### config.mk
export PLATFORM = sky130hd
export DESIGN_NAME = llc_bus_responder_flat
export DESIGN_NICKNAME = d
export VERILOG_FILES = /design/src/rtl/llc_bus_responder_if.sv /design/src/rtl/llc_bus_responder.sv /design/src/flat_wrapper.sv
export SDC_FILE = /design/constraint.sdc
export NUM_CORES = 1
export LEC_CHECK = 0
export ABC_AREA = 1
export CORE_MARGIN = 2
export CORE_UTILIZATION = 47
export CTS_CLUSTER_DIAMETER = 60
export DETAILED_ROUTE_END_ITERATION = 10
export GPL_TIMING_DRIVEN = 1
export MAX_ROUTING_LAYER = met4
export PLACE_DENSITY_LB_ADDON = 0.1
export SLEW_MARGIN = 15
export SYNTH_ARGS = -nofsm -noshare
export SYNTH_HDL_FRONTEND = slang
export SYNTH_SLANG_ARGS = --single-unit
### constraint.sdc
create_clock -name i_clk -period 2.86 [get_ports i_clk]
set_input_delay 0.429 -clock i_clk [delete_from_list [all_inputs] [get_ports i_clk]]
set_output_delay 0.429 -clock i_clk [all_outputs]
set_load 0.01 [all_outputs]
### src/rtl/llc_bus_responder_if.sv
// Bus-side bundle between the LLC, peer snoopers and memory for llc_bus_responder.
// The responder uses the slave modport; the LLC/peer/memory side uses master.
interface llc_bus_responder_if #(
  parameter int ADDR_BITS    = 32,
  parameter int NUM_SNOOPERS = 3
);
  logic                      req_valid;
  logic                      req_ready;
  logic [1:0]                req_op;
  logic [ADDR_BITS-1:0]      req_addr;
  logic                      rsp_valid;
  logic [1:0]                rsp_snoop;
  logic                      rsp_timeout;
  logic                      snp_valid;
  logic [1:0]                snp_op;
  logic [ADDR_BITS-1:0]      snp_addr;
  logic [NUM_SNOOPERS-1:0]   snp_rslt_valid;
  logic [2*NUM_SNOOPERS-1:0] snp_rslt;
  logic                      wb_valid;
  logic                      mem_valid;
  logic                      mem_write;
  logic [ADDR_BITS-1:0]      mem_addr;
  logic                      mem_ready;

  modport slave (
    input  req_valid, req_op, req_addr, snp_rslt_valid, snp_rslt, wb_valid, mem_ready,
    output req_ready, rsp_valid, rsp_snoop, rsp_timeout, snp_valid, snp_op, snp_addr,
           mem_valid, mem_write, mem_addr
  );

  modport master (
    output req_valid, req_op, req_addr, snp_rslt_valid, snp_rslt, wb_valid, mem_ready,
    input  req_ready, rsp_valid, rsp_snoop, rsp_timeout, snp_valid, snp_op, snp_addr,
           mem_valid, mem_write, mem_addr
  );
endinterface

### src/rtl/llc_bus_responder.sv
// Shared-bus responder: broadcasts one LLC bus op as a snoop, merges peer results,
// waits out any HITM writeback, runs the memory access and returns the merged result.
//
// state     | meaning
// S_IDLE    | ready for a new bus op
// S_SNOOP   | one-cycle snoop broadcast, per-snooper flags restart
// S_COLLECT | gathering snoop results until all answer or timeout
// S_WB_WAIT | merged HITM on READ/RWIM, waiting for owner writeback
// S_MEM     | memory request held until accepted
// S_RESP    | one-cycle completion pulse back to the LLC
module llc_bus_responder #(
  parameter int ADDR_BITS     = 32,
  parameter int NUM_SNOOPERS  = 3,
  parameter int SNOOP_TIMEOUT = 15
) (
  input  logic                i_clk,
  input  logic                i_rst_n,
  llc_bus_responder_if.slave  io_bus
);
  localparam int CW = ($clog2(SNOOP_TIMEOUT + 1) < 4) ? 4 : $clog2(SNOOP_TIMEOUT + 1);
  localparam logic [CW-1:0] CNT_MAX  = CW'(SNOOP_TIMEOUT);
  localparam logic [CW-1:0] CNT_LAST = CW'(SNOOP_TIMEOUT - 1);
  localparam logic [1:0] OP_WRITE = 2'b01, OP_INV = 2'b10;
  localparam logic [1:0] SN_HIT = 2'b00, SN_HITM = 2'b01, SN_NOHIT = 2'b10;

  typedef enum logic [2:0] {S_IDLE, S_SNOOP, S_COLLECT, S_WB_WAIT, S_MEM, S_RESP} state_t;

  state_t                    r_state;
  logic [1:0]                r_op;
  logic [ADDR_BITS-1:0]      r_addr;
  logic [NUM_SNOOPERS-1:0]   r_got;
  logic [2*NUM_SNOOPERS-1:0] r_rslt;
  logic [CW-1:0]             r_cnt;
  logic [1:0]                r_merged;
  logic                      r_tmo;
  logic                      r_req_ready, r_rsp_valid, r_rsp_timeout, r_snp_valid;
  logic                      r_mem_valid, r_mem_write;
  logic [1:0]                r_rsp_snoop;

  logic [NUM_SNOOPERS-1:0]   w_got_nxt;
  logic [2*NUM_SNOOPERS-1:0] w_rslt_nxt;
  logic [1:0]                w_merged;
  logic                      w_any_hitm, w_any_hit, w_all_got, w_cnt_done;
  logic [CW-1:0]             w_cnt_inc;

  // A snooper's first strobe wins; unanswered snoopers and code 11 merge as NOHIT.
  always_comb begin
    w_got_nxt  = r_got | io_bus.snp_rslt_valid;
    w_rslt_nxt = r_rslt;
    w_any_hitm = 1'b0;
    w_any_hit  = 1'b0;
    for (int i = 0; i < NUM_SNOOPERS; i++) begin
      if (!r_got[i] && io_bus.snp_rslt_valid[i])
        w_rslt_nxt[2*i +: 2] = io_bus.snp_rslt[2*i +: 2];
    end
    for (int i = 0; i < NUM_SNOOPERS; i++) begin
      if (w_got_nxt[i] && (w_rslt_nxt[2*i +: 2] == SN_HITM)) w_any_hitm = 1'b1;
      if (w_got_nxt[i] && (w_rslt_nxt[2*i +: 2] == SN_HIT))  w_any_hit  = 1'b1;
    end
    w_merged = w_any_hitm ? SN_HITM : (w_any_hit ? SN_HIT : SN_NOHIT);
  end

  assign w_all_got  = &w_got_nxt;
  assign w_cnt_done = (r_cnt >= CNT_LAST);
  assign w_cnt_inc  = (r_cnt == CNT_MAX) ? r_cnt : r_cnt + 1'b1;

  always_ff @(posedge i_clk) begin
    if (!i_rst_n) begin
      r_state       <= S_IDLE;
      r_op          <= 2'b00;
      r_addr        <= '0;
      r_got         <= '0;
      r_rslt        <= '0;
      r_cnt         <= '0;
      r_merged      <= SN_NOHIT;
      r_tmo         <= 1'b0;
      r_req_ready   <= 1'b1;
      r_rsp_valid   <= 1'b0;
      r_rsp_snoop   <= SN_NOHIT;
      r_rsp_timeout <= 1'b0;
      r_snp_valid   <= 1'b0;
      r_mem_valid   <= 1'b0;
      r_mem_write   <= 1'b0;
    end else begin
      r_snp_valid <= 1'b0;
      r_rsp_valid <= 1'b0;
      case (r_state)
        S_IDLE: begin
          if (io_bus.req_valid) begin
            r_op        <= io_bus.req_op;
            r_addr      <= io_bus.req_addr;
            r_req_ready <= 1'b0;
            r_tmo       <= 1'b0;
            if (io_bus.req_op == OP_WRITE) begin
              r_merged    <= SN_NOHIT;
              r_mem_valid <= 1'b1;
              r_mem_write <= 1'b1;
              r_state     <= S_MEM;
            end else begin
              r_snp_valid <= 1'b1;
              r_state     <= S_SNOOP;
            end
          end
        end
        S_SNOOP: begin
          r_got   <= io_bus.snp_rslt_valid;
          r_rslt  <= io_bus.snp_rslt;
          r_cnt   <= '0;
          r_state <= S_COLLECT;
        end
        S_COLLECT: begin
          r_got  <= w_got_nxt;
          r_rslt <= w_rslt_nxt;
          r_cnt  <= w_cnt_inc;
          if (w_all_got || w_cnt_done) begin
            r_merged <= w_merged;
            r_tmo    <= !w_all_got;
            r_cnt    <= '0;
            if (r_op == OP_INV) begin
              r_rsp_valid   <= 1'b1;
              r_rsp_snoop   <= w_merged;
              r_rsp_timeout <= !w_all_got;
              r_state       <= S_RESP;
            end else if (w_merged == SN_HITM) begin
              r_state <= S_WB_WAIT;
            end else begin
              r_mem_valid <= 1'b1;
              r_mem_write <= 1'b0;
              r_state     <= S_MEM;
            end
          end
        end
        S_WB_WAIT: begin
          r_cnt <= w_cnt_inc;
          if (io_bus.wb_valid || w_cnt_done) begin
            if (!io_bus.wb_valid) r_tmo <= 1'b1;
            r_mem_valid <= 1'b1;
            r_mem_write <= 1'b0;
            r_state     <= S_MEM;
          end
        end
        S_MEM: begin
          if (io_bus.mem_ready) begin
            r_mem_valid   <= 1'b0;
            r_mem_write   <= 1'b0;
            r_rsp_valid   <= 1'b1;
            r_rsp_snoop   <= r_merged;
            r_rsp_timeout <= r_tmo;
            r_state       <= S_RESP;
          end
        end
        S_RESP: begin
          r_req_ready <= 1'b1;
          r_state     <= S_IDLE;
        end
        default: r_state <= S_IDLE;
      endcase
    end
  end

  assign io_bus.req_ready   = r_req_ready;
  assign io_bus.rsp_valid   = r_rsp_valid;
  assign io_bus.rsp_snoop   = r_rsp_snoop;
  assign io_bus.rsp_timeout = r_rsp_timeout;
  assign io_bus.snp_valid   = r_snp_valid;
  assign io_bus.snp_op      = r_op;
  assign io_bus.snp_addr    = r_addr;
  assign io_bus.mem_valid   = r_mem_valid;
  assign io_bus.mem_write   = r_mem_write;
  assign io_bus.mem_addr    = r_addr;
endmodule
### src/flat_wrapper.sv
// flat-port wrapper written by rule: the top's interface ports become plain ports
module llc_bus_responder_flat 
#(
  parameter int ADDR_BITS     = 32,
  parameter int NUM_SNOOPERS  = 3,
  parameter int SNOOP_TIMEOUT = 15
)
  (i_clk, i_rst_n, io_bus_req_valid, io_bus_req_op, io_bus_req_addr, io_bus_snp_rslt_valid, io_bus_snp_rslt, io_bus_wb_valid, io_bus_mem_ready, io_bus_req_ready, io_bus_rsp_valid, io_bus_rsp_snoop, io_bus_rsp_timeout, io_bus_snp_valid, io_bus_snp_op, io_bus_snp_addr, io_bus_mem_valid, io_bus_mem_write, io_bus_mem_addr);
  llc_bus_responder_if #(.ADDR_BITS(ADDR_BITS), .NUM_SNOOPERS(NUM_SNOOPERS)) io_bus_i ();
  input  logic i_clk;
  input  logic i_rst_n;
  input wire logic [$bits(io_bus_i.req_valid)-1:0] io_bus_req_valid;
  input wire logic [$bits(io_bus_i.req_op)-1:0] io_bus_req_op;
  input wire logic [$bits(io_bus_i.req_addr)-1:0] io_bus_req_addr;
  input wire logic [$bits(io_bus_i.snp_rslt_valid)-1:0] io_bus_snp_rslt_valid;
  input wire logic [$bits(io_bus_i.snp_rslt)-1:0] io_bus_snp_rslt;
  input wire logic [$bits(io_bus_i.wb_valid)-1:0] io_bus_wb_valid;
  input wire logic [$bits(io_bus_i.mem_ready)-1:0] io_bus_mem_ready;
  output wire logic [$bits(io_bus_i.req_ready)-1:0] io_bus_req_ready;
  output wire logic [$bits(io_bus_i.rsp_valid)-1:0] io_bus_rsp_valid;
  output wire logic [$bits(io_bus_i.rsp_snoop)-1:0] io_bus_rsp_snoop;
  output wire logic [$bits(io_bus_i.rsp_timeout)-1:0] io_bus_rsp_timeout;
  output wire logic [$bits(io_bus_i.snp_valid)-1:0] io_bus_snp_valid;
  output wire logic [$bits(io_bus_i.snp_op)-1:0] io_bus_snp_op;
  output wire logic [$bits(io_bus_i.snp_addr)-1:0] io_bus_snp_addr;
  output wire logic [$bits(io_bus_i.mem_valid)-1:0] io_bus_mem_valid;
  output wire logic [$bits(io_bus_i.mem_write)-1:0] io_bus_mem_write;
  output wire logic [$bits(io_bus_i.mem_addr)-1:0] io_bus_mem_addr;
  assign io_bus_i.req_valid = io_bus_req_valid;
  assign io_bus_i.req_op = io_bus_req_op;
  assign io_bus_i.req_addr = io_bus_req_addr;
  assign io_bus_i.snp_rslt_valid = io_bus_snp_rslt_valid;
  assign io_bus_i.snp_rslt = io_bus_snp_rslt;
  assign io_bus_i.wb_valid = io_bus_wb_valid;
  assign io_bus_i.mem_ready = io_bus_mem_ready;
  assign io_bus_req_ready = io_bus_i.req_ready;
  assign io_bus_rsp_valid = io_bus_i.rsp_valid;
  assign io_bus_rsp_snoop = io_bus_i.rsp_snoop;
  assign io_bus_rsp_timeout = io_bus_i.rsp_timeout;
  assign io_bus_snp_valid = io_bus_i.snp_valid;
  assign io_bus_snp_op = io_bus_i.snp_op;
  assign io_bus_snp_addr = io_bus_i.snp_addr;
  assign io_bus_mem_valid = io_bus_i.mem_valid;
  assign io_bus_mem_write = io_bus_i.mem_write;
  assign io_bus_mem_addr = io_bus_i.mem_addr;
  llc_bus_responder #(.ADDR_BITS(ADDR_BITS), .NUM_SNOOPERS(NUM_SNOOPERS), .SNOOP_TIMEOUT(SNOOP_TIMEOUT)) u_core (.i_clk(i_clk), .i_rst_n(i_rst_n), .io_bus(io_bus_i));
endmodule
After elaboration in Yosys (flattened, before gate mapping)
Index checks and enable logic that the tools add are counted.
{ "op_classes": {"bitwise_logic": 1, "n_lt_le_gt_ge": 1, "mux": 60, "n_eq_ne": 21, "n_addsub": 1, "n_reduce_logical": 35} }
{ "ops": {"columns": ["op", "count"], "rows": [
  ["1-bit 2-to-1 mux", 28],
  ["2-bit 2-to-1 mux", 11],
  ["3-bit 2-to-1 mux", 7],
  ["3-bit case mux with 5 select lines", 1],
  ["4-bit case mux with 3 select lines", 1],
  ["6-bit case mux with 2 select lines", 1],
  ["4-bit AND reduction", 3],
  ["2-bit by 1-bit equality test with 1-bit output, second input constant", 5],
  ["2-bit inequality test, second input constant", 5],
  ["1-bit logical AND", 9],
  ["4-bit 2-to-1 mux", 2],
  ["2-bit by 1-bit inequality test with 1-bit output, second input constant", 4],
  ["1-bit case mux with 4 select lines", 2],
  ["2-bit case mux with 2 select lines", 2],
  ["8-bit AND reduction", 1],
  ["2-bit nonzero test", 4],
  ["3-bit by 2-bit equality test with 1-bit output, second input constant", 2],
  ["3-bit equality test, second input constant", 2],
  ["2-bit zero test", 3],
  ["1-bit case mux with 2 select lines", 3],
  ["3-bit case mux with 2 select lines", 1],
  ["3-bit AND reduction", 2],
  ["3-bit nonzero test", 2],
  ["5-bit AND reduction", 1],
  ["12 further kinds", 17]
]} }
{ "totals": {"output_inout_bits": 74, "regBits": 61} }

Logic depth before layout (Yosys ltp)
{ "depth": {"ltp_word": 15, "mapped_depth": 12, "ltp_nobuf": 12} }

Worst setup path after synthesis
Ideal clock, no wire load.
{ "synth_timing": {"kind": "input port to flip-flop", "start": "input port io_bus_req_valid", "end": "register u_core.r_mem_write, in the netlist u_core.io_bus.mem_write", "stages": 8, "setup_ns": 0.132, "setup_slack_ns": 1.439, "arrival_time_ns": 1.289, "path_buffers": 1, "path_cell_list": "clkbuf_1 -> inv_1 -> o21ai_1 -> nand3_1 -> nor2_2 -> nand3_1 -> nand2_1 -> a21oi_1"} }
{ "synth_via": {"elab_chain_cells": 2} }
{ "synth_rtl": {"columns": ["item", "line", "rtl"], "rows": [
  ["from (decl)", "flat_wrapper.sv:12", "input wire logic [$bits(io_bus_i.req_valid)-1:0] io_bus_req_valid;"],
  ["2-bit inequality test (no line)", null, null],
  ["8-bit AND reduction (no line)", null, null],
  ["to (signal assigned)", "llc_bus_responder.sv:83", "r_mem_write <= 1'b0;"],
  ["to (signal assigned)", "llc_bus_responder.sv:97", "r_mem_write <= 1'b1;"],
  ["to (signal assigned)", "llc_bus_responder.sv:128", "r_mem_write <= 1'b0;"],
  ["to (decl)", "llc_bus_responder.sv:37", "logic r_mem_valid, r_mem_write;"]
]} }
Every way passes these cells.
A chain may end at the register's enable or synchronous reset.

Worst setup path after layout
{ "layout_timing": {"start": "register u_core.r_state[0]", "end": "register u_core.r_cnt[1]"} }
{ "layout_via": {"elab_chain_cells": 2} }
{ "layout_rtl": {"columns": ["item", "line", "rtl"], "rows": [
  ["from (decl)", "llc_bus_responder.sv:28", "state_t r_state;"],
  ["from (signal assigned)", "llc_bus_responder.sv:69", "r_state <= S_IDLE;"],
  ["from (signal assigned)", "llc_bus_responder.sv:98", "r_state <= S_MEM;"],
  ["from (signal assigned)", "llc_bus_responder.sv:101", "r_state <= S_SNOOP;"],
  ["3-bit by 2-bit equality test with 1-bit output / 3-bit by 1-bit equality test with 1-bit output (equally long branches)", "llc_bus_responder.sv:87", "case (r_state)"],
  ["4-bit case mux with 3 select lines / 3-bit nonzero test (equally long branches)", null, null],
  ["to (signal assigned)", "llc_bus_responder.sv:114", "r_cnt <= w_cnt_inc;"],
  ["to (signal assigned)", "llc_bus_responder.sv:134", "r_cnt <= w_cnt_inc;"],
  ["to (decl)", "llc_bus_responder.sv:33", "logic [CW-1:0] r_cnt;"]
]} }
Several ways; a longest one is shown, not always the timed one.

==> run_results.csv <==
group,metric,value,unit
pwr,pwr-share-clk,0.228,
cells_and_area,finalNetCount,564,
timing,slew_headroom,0.532,
cts,clock_tree.buffer_depth,2,
place,weighted_congestion_reported_at_the_end_of_routability_driven_placement,0.931,
cells_and_area,fillCellCount,551,
yosys,top_cells_by_area_synth,"sky130_fd_sc_hd__dfxtp_1, sky130_fd_sc_hd__nand2_1, sky130_fd_sc_hd__nand3_1",
yosys,synth_top_area_cell,"sky130_fd_sc_hd__dfxtp_1",
timing,setup_repair_after_global_routing_missed_its_margin,"false",
setup_path,critPathMaxFanout,13,
setup_path,worstPathArrival,2140,ps
yosys,synthTopCellsByCount,"sky130_fd_sc_hd__nand2_1, sky130_fd_sc_hd__dfxtp_1, sky130_fd_sc_hd__nand3_1",
timing,finalHoldWorstSlack,459,ps
timing,finClkSkew,7.63,ps
yosys,synth.area.mux_share,0,
yosys,syn_area_per_cell,7.06,sq um
routing,via_per_inst,5.10,
global_routing,antenna_violations_before_repair,0,
cts,worst_skew_pair.late_latency,330,ps
setup_path,cp-endpoint,"u_core.r_cnt[1]$_SDFFE_PN0P_",
yosys,share_of_synthesized_cell_area_in_full_adder_half_adder_and_majority_cells,0.00834,
cts,cts_tree,"done",
global_routing,largest_net_degree_at_the_start_of_global_routing,38,
cts,cts-resized-gates,0,
routing,via_count,3042,
setup_path,timing.rr.end,"u_core.r_cnt[1]$_SDFFE_PN0P_",
yosys,synthesis.nets,475,
global_routing,grt_overflow_total,0,
setup_path,end_kind,"register",
yosys,synth.lib_cells_used.distinct,29,
cts,cts_buffers,9,
global_routing,first_global_vias,2853,
cts,cts_setup_buffers,0,
floorplanning,die_area,0.00704,sq mm
yosys,synth_xor_xnor_area_share,0,
routing,drt-pass1-iter-count,5,
yosys,synthCells,425,
yosys,synth_top_family_by_area,"simple AND/OR/NAND/NOR gates",
routing,finalWirelength,7950,microns
timing,drv_slew,0,
yosys,yosys_most_used_dff,"sky130_fd_sc_hd__dfxtp_1",
pwr,power_frac_seq,0.306,
pwr,p_sw_frac,0.384,
global_routing,grt_first_pass_wirelength,13500,microns
timing,post_route_setup_tns,0,ps
setup_path,worstSetupPathType,"reg2reg",
yosys,seq_area_frac_synth,0.407,
yosys,postSynthRegisterBits,61,
timing,layout_min_cycle_time,1920,ps
setup_path,timing.critical_path.required,3080,ps
yosys,async_flop_share,0,
yosys,synth_enable_flop_cells,0,
timing,worstMarginPinSlew,700,ps
place,portbufs,121,
routing,drcViolationCount,0,
cts,cts-hold-fix-buffers,0,
timing,setup_violations,0,
routing,detail-route-antenna-nets,0,
yosys,synth-simple-area-share,0.279,
setup_path,crit_path_start_kind,"register",
pwr,cellLeakagePower,1.77,nW
place,pre_cts_slack,802,ps
timing,report.final.hold_viol_count,0,
cells_and_area,multi_input_area,0.00130,sq mm
global_routing,grtUsageTotal,0.241,
setup_path,reg2reg_slack,940,ps
floorplanning,die_width,83.9,microns
cells_and_area,antennaDiodeCount,0,
routing,routed_wire_length_per_instance,13.3,microns
floorplanning,initial_utilization,0.478,
setup_path,setup.worst_path.start,"u_core.r_state[0]$_SDFFE_PN0P_",
setup_path,r2r.worst_path.cells,7,
timing,max_freq,0.521,GHz
cts,htreeDepth,3,
timing,layout_setup_ws,942,ps
place,dp_hpwl,5760,microns
pwr,comb_power_share,0.466,
timing,layout_worst_path_cycle_share,0.671,
yosys,yosysWarningCount,0,
floorplanning,std_cell_rows,29,
cells_and_area,synthToLayoutAreaGrowth,42.6,%
cts,clk_transition_reported_paths,60,ps
cts,clock-root-buffer,"sky130_fd_sc_hd__clkbuf_8",
pwr,p_int,2.50,mW
flow_run,max_cap_violations,0,
floorplanning,placeableCoreArea,0.00628,sq mm
worst_hold_path,hold_start,"u_core.io_bus.mem_write$_SDFFE_PN0P_",
cts,numClockSinks,61,
yosys,synth_compound_area_frac,0.145,
yosys,synth_top_area_frac,0.407,
cells_and_area,layout.area.seq,0.00122,sq mm
floorplanning,overall_die_height,83.9,microns
cells_and_area,post_route_cells_drive_above_1_share,0.0694,
yosys,synth_area,0.00300,sq mm
yosys,post-synth-top-count-cell,"sky130_fd_sc_hd__nand2_1",
floorplanning,design.portCount,122,
worst_hold_path,hold_path_class,"reg2reg",
setup_path,crit-reg2reg-launch,"u_core.r_state[0]$_SDFFE_PN0P_",
pwr,power_dens_cells,948,mW/mm^2
status,status,"completed",
routing,dr.first_iter.drc_count,172,
pwr,p_switching,1.56,mW
pwr,ir_worst_vdd,0.759,mV
## how the worst min path moves through the flow
| stage | end | slack [ps] | depth (start not counted) |
|---|---|---|---|
| after global placement | u_core.r_got[0]$_SDFFE_PN0P_ | 450 | 2 |
| final | u_core.io_bus.mem_write$_SDFFE_PN0P_ | 460 | 2 |
| after global routing | u_core.io_bus.mem_write$_SDFFE_PN0P_ | 480 | 2 |
| after CTS | u_core.io_bus.mem_write$_SDFFE_PN0P_ | 460 | 2 |
| after floorplan | u_core.r_got[0]$_SDFFE_PN0P_ | 440 | 2 |
| after detailed placement | u_core.io_bus.mem_write$_SDFFE_PN0P_ | 450 | 2 |
## critical path, cell delays in order (launching register included)
cell and delay (ps):
sky130_fd_sc_hd__dfxtp_1 510, sky130_fd_sc_hd__nand3_1 470, sky130_fd_sc_hd__nand2_1 330, sky130_fd_sc_hd__inv_1 100, sky130_fd_sc_hd__a21oi_2 180, sky130_fd_sc_hd__nand2_1 70, sky130_fd_sc_hd__o211ai_1 90, sky130_fd_sc_hd__inv_1 60
## routing by layer
metal	global-route usage	wire [microns]
met1	0.293	3580
met2	0.400	3840
met3	0.0643	416
met4	0.0616	106
met5	-	0
## cells in the final DEF, fill, tap and decap left out, types with 3 or more instances in the layout
| master | count |
|---|---|
| sky130_fd_sc_hd__o21ai_0 | 16 |
| sky130_fd_sc_hd__nand3_1 | 59 |
| sky130_fd_sc_hd__clkbuf_8 | 10 |
| sky130_fd_sc_hd__inv_2 | 4 |
| sky130_fd_sc_hd__nand4_1 | 4 |
| sky130_fd_sc_hd__nor2_1 | 11 |
| sky130_fd_sc_hd__nand2_1 | 98 |
| sky130_fd_sc_hd__o22ai_1 | 4 |
| sky130_fd_sc_hd__inv_1 | 42 |
| sky130_fd_sc_hd__nor3_1 | 4 |
| sky130_fd_sc_hd__clkdlybuf4s50_1 | 121 |
| sky130_fd_sc_hd__buf_4 | 5 |
| sky130_fd_sc_hd__nor2_4 | 3 |
| sky130_fd_sc_hd__a21oi_1 | 49 |
| sky130_fd_sc_hd__nand2_2 | 4 |
| sky130_fd_sc_hd__dfxtp_1 | 61 |
| sky130_fd_sc_hd__bufinv_16 | 3 |
## per-stage QoR
| step | power (mW) | utilization | cells | instance area [sq um] |
|---|---|---|---|---|
| detailed placement | 3.13 | 0.643 | 580 | 4040 |
| global route | 4.35 | 0.682 | 596 | 4280 |
| CTS | 4.07 | 0.682 | 596 | 4280 |
| floorplan | 2.48 | - | 425 | 3000 |
| global placement | 3.10 | 0.643 | 580 | 4040 |
| finish | 4.05 | 0.682 | 596 | 4280 |
## registers in the layout, indices dropped and copies added (netlist names)
register and count:
u_core.io_bus.snp_op 2, u_core.r_cnt 4, u_core.r_got 3, u_core.r_rslt 6
u_core.io_bus.mem_write 1, u_core.io_bus.rsp_timeout 1, u_core.io_bus.mem_valid 1, u_core.io_bus.req_ready 1
u_core.r_state 3, u_core.io_bus.snp_valid 1, u_core.io_bus.rsp_snoop 2, u_core.io_bus.mem_addr 32
u_core.r_merged 2, u_core.io_bus.rsp_valid 1, u_core.r_tmo 1
## power by group through the flow
stage / Sequential (mW) / Combinational, mW / Clock (mW)
finish: 1.24 / 1.89 / 0.925
global route: 1.27 / 2.09 / 0.993
CTS: 1.24 / 1.88 / 0.944
detailed placement: 1.26 / 1.87 / 0
global placement: 1.25 / 1.85 / 0
floorplan: 1.30 / 1.18 / 0
## final cells by class
cell class,instances,area share
repair buffers,126,0.292
clock inverters,4,0.0222
well taps,77,0.0225
clock buffers,12,0.0339
inverters,47,0.0412
multi-input cells,269,0.303
flip-flops and latches,61,0.285
## cell families after synthesis
family / after synthesis
AND/OR/NAND/NOR: 187
buffers and inverters: 95
AO/OA/AOI/OAI: 80
flip-flops: 61
adder cells (fa/ha/maj): 2
Power figures use the tool's default switching activity.
